### src/rtl/clangpu_pkg.sv
// Shared types and AXI constants for the single-beat AXI master port.
// The core uses SIZE_WORD and BURST_INCR for its constant AXI ties.
package clangpu_pkg;

  typedef enum logic [2:0] {
    ST_IDLE    = 3'd0,
    ST_RD_ADDR = 3'd1,
    ST_RD_DATA = 3'd2,
    ST_WR_REQ  = 3'd3,
    ST_WR_RESP = 3'd4
  } state_t;

  localparam logic [1:0] RESP_OKAY  = 2'b00;
  localparam logic [2:0] SIZE_WORD  = 3'b010;
  localparam logic [1:0] BURST_INCR = 2'b01;

endpackage

### src/rtl/axi_mem_port_if.sv
// Request/response port plus the dynamic M_AXI signals of axi_mem_port.
// Handshake rule on every channel: a transfer happens on a rising clock edge where valid and ready are both high.
interface axi_mem_port_if #(
  parameter int ADDR_WIDTH = 32,
  parameter int DATA_WIDTH = 32
);
  localparam int STRB_WIDTH = DATA_WIDTH / 8;

  logic                  REQ_VALID;
  logic                  REQ_READY;
  logic                  REQ_WE;
  logic [ADDR_WIDTH-1:0] REQ_ADDR;
  logic [DATA_WIDTH-1:0] REQ_WDATA;
  logic [STRB_WIDTH-1:0] REQ_WSTRB;
  logic                  RSP_VALID;
  logic [DATA_WIDTH-1:0] RSP_RDATA;
  logic                  RSP_ERR;
  logic [7:0]            TXN_CNT;
  logic                  ERR_STICKY;

  logic [ADDR_WIDTH-1:0] M_AXI_AWADDR;
  logic                  M_AXI_AWVALID;
  logic                  M_AXI_AWREADY;
  logic [DATA_WIDTH-1:0] M_AXI_WDATA;
  logic [STRB_WIDTH-1:0] M_AXI_WSTRB;
  logic                  M_AXI_WLAST;
  logic                  M_AXI_WVALID;
  logic                  M_AXI_WREADY;
  logic [1:0]            M_AXI_BRESP;
  logic                  M_AXI_BVALID;
  logic                  M_AXI_BREADY;
  logic [ADDR_WIDTH-1:0] M_AXI_ARADDR;
  logic                  M_AXI_ARVALID;
  logic                  M_AXI_ARREADY;
  logic [DATA_WIDTH-1:0] M_AXI_RDATA;
  logic [1:0]            M_AXI_RRESP;
  logic                  M_AXI_RLAST;
  logic                  M_AXI_RVALID;
  logic                  M_AXI_RREADY;

  modport master (
    input  REQ_VALID, REQ_WE, REQ_ADDR, REQ_WDATA, REQ_WSTRB,
    output REQ_READY, RSP_VALID, RSP_RDATA, RSP_ERR, TXN_CNT, ERR_STICKY,
    output M_AXI_AWADDR, M_AXI_AWVALID, M_AXI_WDATA, M_AXI_WSTRB, M_AXI_WLAST,
    output M_AXI_WVALID, M_AXI_BREADY, M_AXI_ARADDR, M_AXI_ARVALID, M_AXI_RREADY,
    input  M_AXI_AWREADY, M_AXI_WREADY, M_AXI_BRESP, M_AXI_BVALID,
    input  M_AXI_ARREADY, M_AXI_RDATA, M_AXI_RRESP, M_AXI_RLAST, M_AXI_RVALID
  );

  modport slave (
    output REQ_VALID, REQ_WE, REQ_ADDR, REQ_WDATA, REQ_WSTRB,
    input  REQ_READY, RSP_VALID, RSP_RDATA, RSP_ERR, TXN_CNT, ERR_STICKY,
    input  M_AXI_AWADDR, M_AXI_AWVALID, M_AXI_WDATA, M_AXI_WSTRB, M_AXI_WLAST,
    input  M_AXI_WVALID, M_AXI_BREADY, M_AXI_ARADDR, M_AXI_ARVALID, M_AXI_RREADY,
    output M_AXI_AWREADY, M_AXI_WREADY, M_AXI_BRESP, M_AXI_BVALID,
    output M_AXI_ARREADY, M_AXI_RDATA, M_AXI_RRESP, M_AXI_RLAST, M_AXI_RVALID
  );

endinterface

### src/rtl/axi_mem_port.sv
// Single-beat AXI4 master: one request at a time, AR/R or AW/W/B, one response pulse per request.
// All channel valids/readies decode from state, so the asynchronous reset drops them at once.
module axi_mem_port
  import clangpu_pkg::*;
#(
  parameter int ADDR_WIDTH = 32,
  parameter int DATA_WIDTH = 32
) (
  input  logic            ACLK,
  input  logic            ARESETN,
  axi_mem_port_if.master  bus,
  output state_t          dbg_state
);
  localparam int STRB_WIDTH = DATA_WIDTH / 8;

  state_t                state_q, state_d;
  logic [ADDR_WIDTH-1:0] addr_q;
  logic [DATA_WIDTH-1:0] wdata_q;
  logic [STRB_WIDTH-1:0] wstrb_q;
  logic                  aw_done_q, w_done_q;
  logic                  rsp_valid_q, rsp_err_q;
  logic [DATA_WIDTH-1:0] rdata_q;
  logic [7:0]            txn_cnt_q;
  logic                  err_sticky_q;

  logic accept, aw_fire, w_fire, done, done_err, awvalid, wvalid;

  always_comb begin
    state_d  = state_q;
    accept   = 1'b0;
    aw_fire  = 1'b0;
    w_fire   = 1'b0;
    done     = 1'b0;
    done_err = 1'b0;
    awvalid  = (state_q == ST_WR_REQ) && !aw_done_q;
    wvalid   = (state_q == ST_WR_REQ) && !w_done_q;
    case (state_q)
      ST_IDLE: begin
        if (bus.REQ_VALID) begin
          accept  = 1'b1;
          state_d = bus.REQ_WE ? ST_WR_REQ : ST_RD_ADDR;
        end
      end
      ST_RD_ADDR: begin
        if (bus.M_AXI_ARREADY) state_d = ST_RD_DATA;
      end
      ST_RD_DATA: begin
        if (bus.M_AXI_RVALID) begin
          done     = 1'b1;
          done_err = bus.M_AXI_RRESP[1];
          state_d  = ST_IDLE;
        end
      end
      ST_WR_REQ: begin
        // AW and W complete independently; move on once both have been taken.
        aw_fire = awvalid && bus.M_AXI_AWREADY;
        w_fire  = wvalid && bus.M_AXI_WREADY;
        if ((aw_done_q || aw_fire) && (w_done_q || w_fire)) state_d = ST_WR_RESP;
      end
      ST_WR_RESP: begin
        if (bus.M_AXI_BVALID) begin
          done     = 1'b1;
          done_err = bus.M_AXI_BRESP[1];
          state_d  = ST_IDLE;
        end
      end
      default: state_d = ST_IDLE;
    endcase
  end

  always_ff @(posedge ACLK or negedge ARESETN) begin
    if (!ARESETN) begin
      state_q      <= ST_IDLE;
      addr_q       <= '0;
      wdata_q      <= '0;
      wstrb_q      <= '0;
      aw_done_q    <= 1'b0;
      w_done_q     <= 1'b0;
      rsp_valid_q  <= 1'b0;
      rsp_err_q    <= 1'b0;
      rdata_q      <= '0;
      txn_cnt_q    <= '0;
      err_sticky_q <= 1'b0;
    end else begin
      state_q     <= state_d;
      rsp_valid_q <= done;
      if (accept) begin
        addr_q    <= {bus.REQ_ADDR[ADDR_WIDTH-1:2], 2'b00};
        wdata_q   <= bus.REQ_WDATA;
        wstrb_q   <= bus.REQ_WSTRB;
        aw_done_q <= 1'b0;
        w_done_q  <= 1'b0;
      end else begin
        if (aw_fire) aw_done_q <= 1'b1;
        if (w_fire)  w_done_q  <= 1'b1;
      end
      if (done) begin
        rsp_err_q <= done_err;
        txn_cnt_q <= txn_cnt_q + 8'd1;
        if (done_err) err_sticky_q <= 1'b1;
        if (state_q == ST_RD_DATA) rdata_q <= bus.M_AXI_RDATA;
      end
    end
  end

  assign bus.REQ_READY     = (state_q == ST_IDLE);
  assign bus.RSP_VALID     = rsp_valid_q;
  assign bus.RSP_RDATA     = rdata_q;
  assign bus.RSP_ERR       = rsp_err_q;
  assign bus.TXN_CNT       = txn_cnt_q;
  assign bus.ERR_STICKY    = err_sticky_q;

  assign bus.M_AXI_ARADDR  = addr_q;
  assign bus.M_AXI_ARVALID = (state_q == ST_RD_ADDR);
  assign bus.M_AXI_RREADY  = (state_q == ST_RD_DATA);
  assign bus.M_AXI_AWADDR  = addr_q;
  assign bus.M_AXI_AWVALID = awvalid;
  assign bus.M_AXI_WDATA   = wdata_q;
  assign bus.M_AXI_WSTRB   = wstrb_q;
  assign bus.M_AXI_WVALID  = wvalid;
  assign bus.M_AXI_WLAST   = wvalid;
  assign bus.M_AXI_BREADY  = (state_q == ST_WR_RESP);

  assign dbg_state = state_q;

  // Single-beat reads make RLAST redundant; only the error bit of a response matters.
  logic unused_ok;
  assign unused_ok = &{1'b0, bus.M_AXI_RLAST, bus.M_AXI_RRESP[0], bus.M_AXI_BRESP[0],
                       bus.REQ_ADDR[1:0], RESP_OKAY, SIZE_WORD, BURST_INCR};

endmodule

### src/flat_wrapper.sv
// flat-port wrapper written by rule: the top's interface ports become plain ports
module axi_mem_port_flat import clangpu_pkg::*;
#(
  parameter int ADDR_WIDTH = 32,
  parameter int DATA_WIDTH = 32
)
  (ACLK, ARESETN, dbg_state, bus_REQ_VALID, bus_REQ_WE, bus_REQ_ADDR, bus_REQ_WDATA, bus_REQ_WSTRB, bus_REQ_READY, bus_RSP_VALID, bus_RSP_RDATA, bus_RSP_ERR, bus_TXN_CNT, bus_ERR_STICKY, bus_M_AXI_AWADDR, bus_M_AXI_AWVALID, bus_M_AXI_WDATA, bus_M_AXI_WSTRB, bus_M_AXI_WLAST, bus_M_AXI_WVALID, bus_M_AXI_BREADY, bus_M_AXI_ARADDR, bus_M_AXI_ARVALID, bus_M_AXI_RREADY, bus_M_AXI_AWREADY, bus_M_AXI_WREADY, bus_M_AXI_BRESP, bus_M_AXI_BVALID, bus_M_AXI_ARREADY, bus_M_AXI_RDATA, bus_M_AXI_RRESP, bus_M_AXI_RLAST, bus_M_AXI_RVALID);
  axi_mem_port_if #(.ADDR_WIDTH(ADDR_WIDTH), .DATA_WIDTH(DATA_WIDTH)) bus_i ();
  input  logic ACLK;
  input  logic ARESETN;
  output state_t dbg_state;
  input wire logic [$bits(bus_i.REQ_VALID)-1:0] bus_REQ_VALID;
  input wire logic [$bits(bus_i.REQ_WE)-1:0] bus_REQ_WE;
  input wire logic [$bits(bus_i.REQ_ADDR)-1:0] bus_REQ_ADDR;
  input wire logic [$bits(bus_i.REQ_WDATA)-1:0] bus_REQ_WDATA;
  input wire logic [$bits(bus_i.REQ_WSTRB)-1:0] bus_REQ_WSTRB;
  output wire logic [$bits(bus_i.REQ_READY)-1:0] bus_REQ_READY;
  output wire logic [$bits(bus_i.RSP_VALID)-1:0] bus_RSP_VALID;
  output wire logic [$bits(bus_i.RSP_RDATA)-1:0] bus_RSP_RDATA;
  output wire logic [$bits(bus_i.RSP_ERR)-1:0] bus_RSP_ERR;
  output wire logic [$bits(bus_i.TXN_CNT)-1:0] bus_TXN_CNT;
  output wire logic [$bits(bus_i.ERR_STICKY)-1:0] bus_ERR_STICKY;
  output wire logic [$bits(bus_i.M_AXI_AWADDR)-1:0] bus_M_AXI_AWADDR;
  output wire logic [$bits(bus_i.M_AXI_AWVALID)-1:0] bus_M_AXI_AWVALID;
  output wire logic [$bits(bus_i.M_AXI_WDATA)-1:0] bus_M_AXI_WDATA;
  output wire logic [$bits(bus_i.M_AXI_WSTRB)-1:0] bus_M_AXI_WSTRB;
  output wire logic [$bits(bus_i.M_AXI_WLAST)-1:0] bus_M_AXI_WLAST;
  output wire logic [$bits(bus_i.M_AXI_WVALID)-1:0] bus_M_AXI_WVALID;
  output wire logic [$bits(bus_i.M_AXI_BREADY)-1:0] bus_M_AXI_BREADY;
  output wire logic [$bits(bus_i.M_AXI_ARADDR)-1:0] bus_M_AXI_ARADDR;
  output wire logic [$bits(bus_i.M_AXI_ARVALID)-1:0] bus_M_AXI_ARVALID;
  output wire logic [$bits(bus_i.M_AXI_RREADY)-1:0] bus_M_AXI_RREADY;
  input wire logic [$bits(bus_i.M_AXI_AWREADY)-1:0] bus_M_AXI_AWREADY;
  input wire logic [$bits(bus_i.M_AXI_WREADY)-1:0] bus_M_AXI_WREADY;
  input wire logic [$bits(bus_i.M_AXI_BRESP)-1:0] bus_M_AXI_BRESP;
  input wire logic [$bits(bus_i.M_AXI_BVALID)-1:0] bus_M_AXI_BVALID;
  input wire logic [$bits(bus_i.M_AXI_ARREADY)-1:0] bus_M_AXI_ARREADY;
  input wire logic [$bits(bus_i.M_AXI_RDATA)-1:0] bus_M_AXI_RDATA;
  input wire logic [$bits(bus_i.M_AXI_RRESP)-1:0] bus_M_AXI_RRESP;
  input wire logic [$bits(bus_i.M_AXI_RLAST)-1:0] bus_M_AXI_RLAST;
  input wire logic [$bits(bus_i.M_AXI_RVALID)-1:0] bus_M_AXI_RVALID;
  assign bus_i.REQ_VALID = bus_REQ_VALID;
  assign bus_i.REQ_WE = bus_REQ_WE;
  assign bus_i.REQ_ADDR = bus_REQ_ADDR;
  assign bus_i.REQ_WDATA = bus_REQ_WDATA;
  assign bus_i.REQ_WSTRB = bus_REQ_WSTRB;
  assign bus_REQ_READY = bus_i.REQ_READY;
  assign bus_RSP_VALID = bus_i.RSP_VALID;
  assign bus_RSP_RDATA = bus_i.RSP_RDATA;
  assign bus_RSP_ERR = bus_i.RSP_ERR;
  assign bus_TXN_CNT = bus_i.TXN_CNT;
  assign bus_ERR_STICKY = bus_i.ERR_STICKY;
  assign bus_M_AXI_AWADDR = bus_i.M_AXI_AWADDR;
  assign bus_M_AXI_AWVALID = bus_i.M_AXI_AWVALID;
  assign bus_M_AXI_WDATA = bus_i.M_AXI_WDATA;
  assign bus_M_AXI_WSTRB = bus_i.M_AXI_WSTRB;
  assign bus_M_AXI_WLAST = bus_i.M_AXI_WLAST;
  assign bus_M_AXI_WVALID = bus_i.M_AXI_WVALID;
  assign bus_M_AXI_BREADY = bus_i.M_AXI_BREADY;
  assign bus_M_AXI_ARADDR = bus_i.M_AXI_ARADDR;
  assign bus_M_AXI_ARVALID = bus_i.M_AXI_ARVALID;
  assign bus_M_AXI_RREADY = bus_i.M_AXI_RREADY;
  assign bus_i.M_AXI_AWREADY = bus_M_AXI_AWREADY;
  assign bus_i.M_AXI_WREADY = bus_M_AXI_WREADY;
  assign bus_i.M_AXI_BRESP = bus_M_AXI_BRESP;
  assign bus_i.M_AXI_BVALID = bus_M_AXI_BVALID;
  assign bus_i.M_AXI_ARREADY = bus_M_AXI_ARREADY;
  assign bus_i.M_AXI_RDATA = bus_M_AXI_RDATA;
  assign bus_i.M_AXI_RRESP = bus_M_AXI_RRESP;
  assign bus_i.M_AXI_RLAST = bus_M_AXI_RLAST;
  assign bus_i.M_AXI_RVALID = bus_M_AXI_RVALID;
  axi_mem_port #(.ADDR_WIDTH(ADDR_WIDTH), .DATA_WIDTH(DATA_WIDTH)) u_core (.ACLK(ACLK), .ARESETN(ARESETN), .bus(bus_i), .dbg_state(dbg_state));
endmodule
### config.mk
export PLATFORM = sky130hd
export DESIGN_NAME = axi_mem_port_flat
export DESIGN_NICKNAME = d
export VERILOG_FILES = /design/src/rtl/clangpu_pkg.sv /design/src/rtl/axi_mem_port_if.sv /design/src/rtl/axi_mem_port.sv /design/src/flat_wrapper.sv
export SDC_FILE = /design/constraint.sdc
export NUM_CORES = 1
export LEC_CHECK = 0
export BUFFER_PORTS_ARGS = -buffer_cell sky130_fd_sc_hd__buf_4
export CAP_MARGIN = 20
export CELL_PAD_IN_SITES_DETAIL_PLACEMENT = 0
export CELL_PAD_IN_SITES_GLOBAL_PLACEMENT = 2
export CORE_ASPECT_RATIO = 1.1
export CORE_MARGIN = 2
export CORE_UTILIZATION = 28
export CTS_BUF_LIST = sky130_fd_sc_hd__clkbuf_8
export DETAILED_ROUTE_END_ITERATION = 7
export PLACE_DENSITY = 0.88
export SETUP_SLACK_MARGIN = 0.5
export SYNTH_ARGS = -nofsm -noshare
export SYNTH_HDL_FRONTEND = slang
export SYNTH_SLANG_ARGS = --single-unit
### constraint.sdc
create_clock -name ACLK -period 1.7 [get_ports ACLK]
set_input_delay 0.34 -clock ACLK [delete_from_list [all_inputs] [get_ports ACLK]]
set_output_delay 0.34 -clock ACLK [all_outputs]
set_load 0.005 [all_outputs]
**Word-level counts from Yosys, hierarchy flattened**

Index checks and enable logic that the tools add are counted.

- Flip-flop bits (word level): 114
- Latch bits: 0
- Bits in writable memories: 0
- Memory bits (read-only): 0
- Bits of input ports: 114
- Output and inout bits: 153
- Logic and storage cells: 57
- Memories: 0

- $add $sub $neg: 1
- $mul: 0
- Div/mod/pow operators: 0
- Order comparisons: 0
- Equality and inequality tests: 9
- Shift-type cells: 0
- Mux-type cells: 21
- Bitwise logic cells: 0
- Reduce and logical (&&, ||, !) cells: 15

Operator list:

| kind | number |
|---|---|
| 2-to-1 mux 3 bit | 5 |
| case mux 3 bit (5 select lines) | 1 |
| 2-to-1 mux 1 bit | 12 |
| adder 8 x 1 -> 8 bit, second input constant | 1 |
| == test 3 x 2 -> 1 bit, second input constant | 2 |
| != test 2 x 1 -> 1 bit, second input constant | 3 |
| logical AND 1 bit | 5 |
| AND reduction 5 bit | 1 |
| != test 2 bit, second input constant | 2 |
| case mux 1 bit (2 select lines) | 2 |
| AND reduction 2 bit | 2 |
| nonzero test 2 bit | 2 |
| == test 3 x 1 -> 1 bit, second input constant | 1 |
| == test 3 bit, second input constant | 1 |
| zero test 3 bit | 1 |
| zero test 1 bit | 2 |
| logical OR 1 bit | 2 |
| 2-to-1 mux 2 bit | 1 |

**Depth between registers and ports, before layout**

Gate-level depths: netlist (run 1).

- Word-level depth: 7
- Mapped depth: 6
- Depth with buffers taken out: 3

**Least setup slack after synthesis (run 1)**

No wires, ideal clock.

- Kind: register to output
- Start point: register u_core.state_q[0], in the netlist u_core.dbg_state[0]
- End point: output bus_M_AXI_WVALID
- Arrival time: 1.310 ns
- Setup slack: 0.050 ns
- Stages on the path, launching flop included: 6
- Path buffers: 2
- Path through: dfrtp_1 -> clkbuf_1 -> nor2b_1 -> nand2_1 -> nor2_1 -> buf_4

- Cells in the longest elaborated chain, start to end: 2

RTL lines:

| element | line | RTL |
|---|---|---|
| start: declaration | axi_mem_port.sv:16 | `state_t state_q, state_d;` |
| start signal: assignment | axi_mem_port.sv:85 | `state_q <= state_d;` |
| == test 3 x 2 -> 1 bit | axi_mem_port.sv:36 | `wvalid = (state_q == ST_WR_REQ) && !w_done_q;` |
| logical AND 1 bit | axi_mem_port.sv:36 |  |
| end: declaration | flat_wrapper.sv:28 | `output wire logic [$bits(bus_i.M_AXI_WVALID)-1:0] bus_M_AXI_WVALID;` |

Every way passes these cells.

**Final worst setup path (run 1)**

- Start point: register u_core.state_q[2], in the netlist u_core.dbg_state[2]
- End point: output bus_M_AXI_BREADY

- Cells in the longest elaborated chain, start to end: 1

RTL lines:

| element | line | RTL |
|---|---|---|
| == test 3 bit | axi_mem_port.sv:122 | `assign bus.M_AXI_BREADY = (state_q == ST_WR_RESP);` |
| end: declaration | flat_wrapper.sv:29 | `output wire logic [$bits(bus_i.M_AXI_BREADY)-1:0] bus_M_AXI_BREADY;` |

Every way passes these cells.

==> results.md, run 1 <==
| Group | Item | Value |
| --- | --- | --- |
| worst setup path | Arrival @ worst endpoint | 1470 ps |
| timing | Sum Neg Setup Slack | -1872 ps |
| timing | Final setup violation count | 43 |
| timing | Worst Setup Slack, final | -106.8 ps |
| power | Switching Fraction | 0.2868 |
| route | Wirelength, routed | 15.75 mm |
| power | Switching power | 5.363 mW |
| placed design | Port Buffers | 257 |
| timing | Number of hold violations in the final report | 0 |
| route | Via density | 4.346 |
| timing | Share of the clock period used by the worst path | 1.063 |
| hold path | Hold Path Depth | 2 |
| worst setup path | Endpoint kind of the worst setup timing path | output pin |
| logic synthesis | Synth area leader | dfrtp_1 |
| floorplan | Horizontal extent of the die | 127.9 microns |
| route | Total via count in the routed design | 3894 |
| logic synthesis | Top area cells in the synthesized netlist | dfrtp_1, mux2_1, mux2_2 |
| worst setup path | Critical-path cell list | buf_6 -> buf_4 -> nor3b_2 -> buf_4 |
| clock network | Clk root buf | clkbuf_8 |
| power | Internal power | 13.34 mW |
| global routing | Initial antenna violation count | 0 |
| floorplan | Die Y-Extent | 140.2 microns |
| clock network | TritonCTS clock tree | yes |
| global routing | Via count of the first global-routing pass | 4118 |
| placed design | Hpwl dp | 9.057 mm |
| power | Sequential fraction of design power | 0.285 |
| route | Starting DRC count in detailed routing | 117 |
| clock network | Number of buffers added by the clock tree synthesis step | 17 |
| run | Max-Cap Viols | 0 |
| power | Combinational fraction of design power | 0.565 |
| logic synthesis | Synthesized area divided by synthesized cell count | 14.90 sq um |
| global routing | GRT Util Overall | 0.1642 |
| placed design | Final weighted congestion in routability-driven placement | 0.7488 |
| global routing | Largest net degree at the start of global routing | 43 |
| logic synthesis | Area share of the largest cell type after synthesis | 0.6038 |
| global routing | Overflow left after global routing | 0 |
| clock network | Clock net sink count | 114 |
| global routing | Wire length of the first global-routing pass | 22.54 mm |
| logic synthesis | Yosys cell types | 38 |
| clock network | Number of buffers between clock root and the deepest sink | 2 |
| logic synthesis | Sequential cell area fraction in the yosys report | 0.6038 |
| worst setup path | Startpoint type of the worst setup path | flop |
| route | Routed wire length per instance | 17.57 microns |
| floorplan | Number of top-level pins | 267 |
| timing | Setup repair after global routing missed its margin | true |
| logic synthesis | Yosys warnings | 0 |
| power | Clock group share of total power | 0.150 |
| logic synthesis | Most frequently used cell type in the post-synthesis netlist | dfrtp_1 |
| layout | Signed area change from the synthesized netlist to the final layout | 100.1% |
| route | Routed Antenna Nets | 0 |
| logic synthesis | Leading register cell type out of synthesis | dfrtp_1 |
| worst setup path | Delay contributed by the slowest stage of the critical path | 390 ps |
| logic synthesis | Async S/R FF share, synth | 1.000 |
| worst setup path | Category of the most critical setup path | reg -> out |
| logic synthesis | Ranking of synthesized cells by instance count | dfrtp_1, mux2_1, mux2_2 |
| run status | Status | complete, but fails checks |
| clock network | H-tree level count | 4 |
| floorplan | Number of placement rows | 49 |
| logic synthesis | Cell count after synthesis | 317 |
| power | Power density over the cells | 1978 nW/um^2 |
| floorplan | Standard cell core area | 16430 sq um |
| route | Pre-antenna DRT Iters | 4 |
| power | Leakage power | 4.664 nW |
| worst setup path | Worst Path Max Fanout | 3 |
| logic synthesis | Number of enable-type register cells in the synthesized netlist | 0 |
| logic synthesis | Register bit count reported by yosys | 114 |
| clock network | Post-CTS clock slew at the launch and capture registers of the worst setup and hold paths | 70 ps |
| timing | Worst hold margin | 138.8 ps |
| worst setup path | CP Depth | 4 |
| timing | Clock period minus final worst setup slack | 1807 ps |
| power | Peak ir drop on the vdd network | 0.0009045 V |
| worst setup path | FF-to-FF path depth | 7 |
| timing | Max-slew violation total from the final report | 0 |
| layout | Share of final-layout standard cells stronger than drive strength 1 | 0.7890 |
| power | Total Power | 18.70 mW |
| floorplan | Initial Util | 0.2875 |
| floorplan | Die ar. | 17930 sq um |
| layout | Antenna Diode Count | 0 |
| worst setup path | Count of buffer and inverter cells on the critical path | 3 |
| clock network | Worst-skew pair later-pin latency | 430 ps |
| worst setup path | Required time of the worst setup path | 1360 ps |
| run status | Failing checks | negative setup slack |
| route | Number of remaining DRC errors | 0 |
| worst setup path | Largest delay share family, worst path | buffers and inverters |
| hold path | Tightest Hold Check Type | in -> reg |
| timing | Fmax | 0.5535 GHz |
| worst setup path | Cell occurring most often along the worst timing path | buf_4 |
| layout | Fin nets | 794 |
| worst setup path | Slowest CP cell | dfrtp_2 |
| logic synthesis | Syn Std Cell Area | 4725 sq um |
| timing | Layout Skew | 10.17 ps |
## stage by stage
stage	setup WS [ps]	util	std cells	cell area (sq um)
after CTS	-137.8	0.5370	843	8823
after detailed placement	50.48	0.4159	746	6834
final	-106.8	0.5753	896	9453
after floorplan	166.2	-	320	4892
after global placement	105.3	0.4159	746	6834
after global routing	-188.1	0.5753	896	9453
## cells by family (layout without fill, tap and decap cells)
logic type / Yosys count / in the layout / share of synthesized area
flip-flops: 114 / 114 / 0.6038
multiplexers: 100 / 100 / 0.2389
buffers and inverters: 54 / 426 / 0.08475
AND/OR/NAND/NOR: 22 / 22 / 0.03046
AO/OA/AOI/OAI: 18 / 18 / 0.02569
XOR/XNOR: 7 / 7 / 0.01298
adder cells (fa/ha/maj): 1 / 1 / 0.002648
other: 1 / 4 / 0.0007937
## power groups by stage
stage               Clock [mW]  Combinational, mW  Sequential (mW)
floorplan                    0               3.03             4.99
global placement             0               5.91             4.97
detailed placement           0               5.97             5.05
CTS                       2.88               9.15             5.28
global route              3.03               11.2             5.48
finish                    2.80               10.6             5.33
## state kept, by name (all words and copies together), names as in the netlist, 3 cells and up
| register | count |
|---|---|
| u_core.dbg_state | 3 |
| u_core.bus.TXN_CNT | 8 |
| u_core.bus.M_AXI_WDATA | 32 |
| u_core.bus.RSP_RDATA | 32 |
| u_core.bus.M_AXI_ARADDR | 30 |
| u_core.bus.M_AXI_WSTRB | 4 |
## cell usage in the layout (no fill, tap or decap), drive strengths merged, types with 2 or more instances in the layout
cell type / Yosys / final
a21oi: 6 / 6
and3: 2 / 2
buf: 49 / 390
bufinv: 0 / 4
clkbuf: 2 / 20
clkinv: 0 / 2
clkinvlp: 0 / 3
conb: 1 / 4
dfrtp: 114 / 114
inv: 3 / 6
mux2: 99 / 99
nor2: 5 / 5
nor2b: 2 / 2
nor3b: 2 / 2
o2111ai: 3 / 3
o211ai: 2 / 2
o21ai: 2 / 2
xnor2: 6 / 6
## final timing paths
check                                           start                           to  slack (ps)
min in group asynchronous                     ARESETN   u_core.bus.M_AXI_WDATA[11]         390
worst max-delay path              u_core.dbg_state[2]             bus_M_AXI_BREADY        -110
worst min register to register  u_core.bus.ERR_STICKY        u_core.bus.ERR_STICKY         500
max in group asynchronous                     ARESETN  u_core.bus.M_AXI_ARADDR[16]         710
worst min-delay path              bus_M_AXI_RDATA[13]     u_core.bus.RSP_RDATA[13]         140
worst max register to register    u_core.dbg_state[2]   u_core.bus.M_AXI_WDATA[13]        -100
## final cells by class
class / instances / area (sq um)
clock inverters: 12 / 163.9
repair buffers: 391 / 3890
fillers: 1260 / 6978
flip-flops and latches: 114 / 2863
clock buffers: 20 / 275.3
multi-input cells: 152 / 1994
well taps: 204 / 255.2
inverters: 3 / 11.26
## routing by layer
| layer | vias up | global-route usage | routed length, microns | share of wire |
|---|---|---|---|---|
| li1 | 1791 | - | - | - |
| met5 | - | 0 | 0 | 0 |
| met2 | 179 | 0.2882 | 8286 | 0.53 |
| met4 | 0 | 0.06246 | 323 | 0.021 |
| met1 | 1900 | 0.1849 | 5990 | 0.38 |
| met3 | 24 | 0.05348 | 1144 | 0.073 |
## repair_timing
| action | in CTS | in global routing |
|---|---|---|
| endpoints found under the hold margin | 26 | 0 |
| pin swaps | 5 | 18 |
| gates resized for setup | 233 | 50 |
| buffers inserted | 55 | 53 |
| cloned | 9 | 0 |
| endpoints found under the setup margin | 260 | 262 |
| hold buffers | 1 | 0 |
Note: power is estimated with default switching activity, not from simulation.
==> run 2, diff against run 1 <==
--- a/config.mk
+++ b/config.mk
@@ -17,4 +17,5 @@
 export PLACE_DENSITY = 0.88
 export SETUP_SLACK_MARGIN = 0.5
+export SLEW_MARGIN = 30
 export SYNTH_ARGS = -nofsm -noshare
 export SYNTH_HDL_FRONTEND = slang
==> constraint.sdc (replaced) <==
create_clock -name ACLK -period 1.7 [get_ports ACLK]
set_input_delay 0.17 -clock ACLK [delete_from_list [all_inputs] [get_ports ACLK]]
set_output_delay 0.17 -clock ACLK [all_outputs]
set_load 0.005 [all_outputs]
==> results.md, run 2 (synthesized netlist as in run 1, its figures left out) <==
| Group | Item | Value | Change |
| --- | --- | --- | --- |
| worst setup path | Worst Path Max Fanout | 7 | +4 |
| hold path | Tightest Hold Check Type | in -> reg |  |
| placed design | DP Worst Slack | 82.08 ps | +31.60 ps |
| worst setup path | Required time of the worst setup path | 2000 ps | +640 ps |
| timing | Clock period minus final worst setup slack | 1679 ps | -127.4 ps |
| floorplan | Die ar. | 17930 sq um | unchanged |
| clock network | Clock net sink count | 114 | unchanged |
| route | Wirelength, routed | 14.90 mm | -5.4% |
| global routing | Initial antenna violation count | 0 | unchanged |
| clock network | Post-CTS clock slew at the launch and capture registers of the worst setup and hold paths | 80 ps | about the same |
| power | Switching Fraction | 0.3028 | +0.01603 |
| worst setup path | Category of the most critical setup path | reg -> reg |  |
| placed design | Port Buffers | 257 | unchanged |
| timing | Setup repair after global routing missed its margin | true |  |
| power | Internal power | 10.65 mW | -20% |
| global routing | Largest net degree at the start of global routing | 56 | +30% |
| floorplan | Number of top-level pins | 267 | unchanged |
| floorplan | Initial Util | 0.2875 | unchanged |
| global routing | Via count of the first global-routing pass | 4371 | +6.1% |
| layout | Signed area change from the synthesized netlist to the final layout | 90.73% |  |
| floorplan | Die Y-Extent | 140.2 microns | unchanged |
| clock network | TritonCTS clock tree | yes |  |
| route | Via density | 4.334 | -0.28% |
| timing | Layout Skew | 14.88 ps | +4.712 ps |
| global routing | Overflow left after global routing | 0 | unchanged |
| floorplan | Number of placement rows | 49 | unchanged |
| worst setup path | Largest delay share family, worst path | flip-flops |  |
| layout | Top library cells by usage in the layout, fill and taps aside | buf_4, dfrtp_1, dlygate4sd3_1, mux2_4, buf_6 |  |
| worst setup path | FF-to-FF path depth | 5 | -2 |
| power | Clock group share of total power | 0.163 | +0.013 |
| clock network | H-tree level count | 4 | unchanged |
| worst setup path | Endpoint kind of the worst setup timing path | flop |  |
| placed design | Hpwl dp | 9.079 mm | +0.24% |
| timing | Fmax | 0.5954 GHz | +7.6% |
| timing | Number of hold violations in the final report | 0 | unchanged |
| worst setup path | Critical-path cell list | buf_6 -> and4bb_4 -> buf_12 -> clkbuf_16 -> mux2_4 |  |
| clock network | Worst-skew pair later-pin latency | 420 ps | about the same |
| worst setup path | Slowest CP cell | dfrtp_2 |  |
| timing | Max-slew violation total from the final report | 0 | unchanged |
| route | Total via count in the routed design | 3961 | +1.7% |
| power | Leakage power | 4.316 nW | -7.5% |
| route | Number of remaining DRC errors | 0 | unchanged |
| worst setup path | Count of buffer and inverter cells on the critical path | 3 | unchanged |
| route | Routed wire length per instance | 16.30 microns | -7.2% |
| power | Switching power | 4.624 mW | -14% |
| floorplan | Standard cell core area | 16430 sq um | unchanged |
| timing | Sum Neg Setup Slack | 0 ps | +1872 ps |
| worst setup path | Delay contributed by the slowest stage of the critical path | 430 ps | +40 ps |
| worst setup path | Startpoint type of the worst setup path | flop |  |
| power | Combinational fraction of design power | 0.505 | -0.060 |
| timing | Worst Setup Slack, final | 20.58 ps | +127.4 ps |
| layout | Fin nets | 813 | +2.4% |
| global routing | GRT Util Overall | 0.1594 | -0.004876 |
| worst setup path | Arrival @ worst endpoint | 1980 ps | +510 ps |
| power | Peak ir drop on the vdd network | 0.0008188 V | -9.5% |
| timing | Final setup violation count | 0 | -100% |
| floorplan | Horizontal extent of the die | 127.9 microns | unchanged |
| layout | Share of final-layout standard cells stronger than drive strength 1 | 0.6310 | -0.1580 |
| layout | Most common library cell in the layout ignoring fill and taps | buf_4 |  |
| clock network | Clk root buf | clkbuf_8 |  |
| route | Starting DRC count in detailed routing | 90 | -23% |
| placed design | Final weighted congestion in routability-driven placement | 0.7725 | +3.2% |
| power | Sequential fraction of design power | 0.332 | +0.047 |
| layout | Filler instances | 1319 | +4.7% |
| clock network | Number of buffers added by the clock tree synthesis step | 17 | unchanged |
| hold path | Hold Path Depth | 3 | +1 |
| global routing | Wire length of the first global-routing pass | 22.33 mm | -0.92% |
| timing | Share of the clock period used by the worst path | 0.9879 | -0.07495 |
| layout | Antenna Diode Count | 0 | unchanged |
| route | Pre-antenna DRT Iters | 4 | unchanged |
| power | Power density over the cells | 1695 nW/um^2 | -14% |
| worst setup path | CP Depth | 5 | +1 |
| run status | Status | completed |  |
| clock network | Number of buffers between clock root and the deepest sink | 2 | unchanged |
| run | Max-Cap Viols | 0 | unchanged |
| route | Routed Antenna Nets | 0 | unchanged |
==> run 2: changes by cell type in the layout (fill, tap and decap cells not counted), sizes merged <==
| cell | before | now |
|---|---|---|
| bufinv | 4 | 2 |
| buf | 390 | 302 |
| clkbuf | 20 | 22 |
| clkinv | 2 | 4 |
| inv | 6 | 5 |
| dlygate4sd3 | 1 | 106 |
==> run 2: path summary, 6_finish.rpt <==
path                                        from                          end  slack, ps
min reg2reg                u_core.bus.ERR_STICKY        u_core.bus.ERR_STICKY        480
min                                bus_REQ_VALID          u_core.dbg_state[1]         50
max reg2reg                  u_core.dbg_state[2]      u_core.bus.RSP_RDATA[2]         20
max in group asynchronous                ARESETN        u_core.bus.TXN_CNT[1]        960
min in group asynchronous                ARESETN  u_core.bus.M_AXI_ARADDR[30]        150
max                          u_core.dbg_state[2]      u_core.bus.RSP_RDATA[2]         20
==> run 2: metrics by stage <==
stage	total power, mW	area [sq um]	cells	util	hold slack, ps
after floorplan	7.871	4842	320	-	-125.6
after global placement	10.70	6764	744	0.4117	25.58
after detailed placement	10.88	6764	744	0.4117	29.04
after CTS	14.45	8647	900	0.5263	6.704
after global routing	16.24	9011	914	0.5484	20.45
final	15.27	9011	914	0.5484	54.41
==> run 2: power groups by stage <==
stage	clock network [mW]	logic (mW)	registers (mW)
finish	2.48	7.72	5.07
global route	2.74	8.23	5.27
CTS	2.58	6.88	4.99
detailed placement	0	5.84	5.04
global placement	0	5.73	4.97
floorplan	0	2.89	4.98
==> run 2: worst reg2reg max path, stage by stage, from the launching register on <==
cell       delay, ps
dfrtp_2          430
buf_6            140
and4bb_4         400
buf_12           130
clkbuf_16        150
mux2_4           300
==> run 2: routing by layer <==
layer | vias up | global-route usage | wire, microns
met2 | 159 | 0.2913 | 8121
met5 | - | 0 | 0
met4 | 0 | 0.06015 | 319
met3 | 24 | 0.04431 | 881
met1 | 1954 | 0.1743 | 5577
li1 | 1824 | - | -
==> run 2: repair_timing <==
| item | 4_1_cts | 5_1_grt |
|---|---|---|
| setup endpoints to repair | 128 | 143 |
| resized for setup | 58 | 58 |
| pin swaps | 13 | 10 |
| buffers inserted | 17 | 12 |
| hold buffers | 106 | 0 |
| hold endpoints to repair | 219 | 0 |
| gates cloned | 2 | 2 |
==> run 2: cell type report <==
class                      count  area, sq um  share of cell area
clock inverter                11        113.9             0.01264
clock buffer                  20        275.3             0.03055
timing repair buffer         410         3643              0.4043
sequential                   114         2861              0.3176
multi-input combinational    152         1851              0.2054
inverter                       3        11.26            0.001250
tap                          204        255.2             0.02833
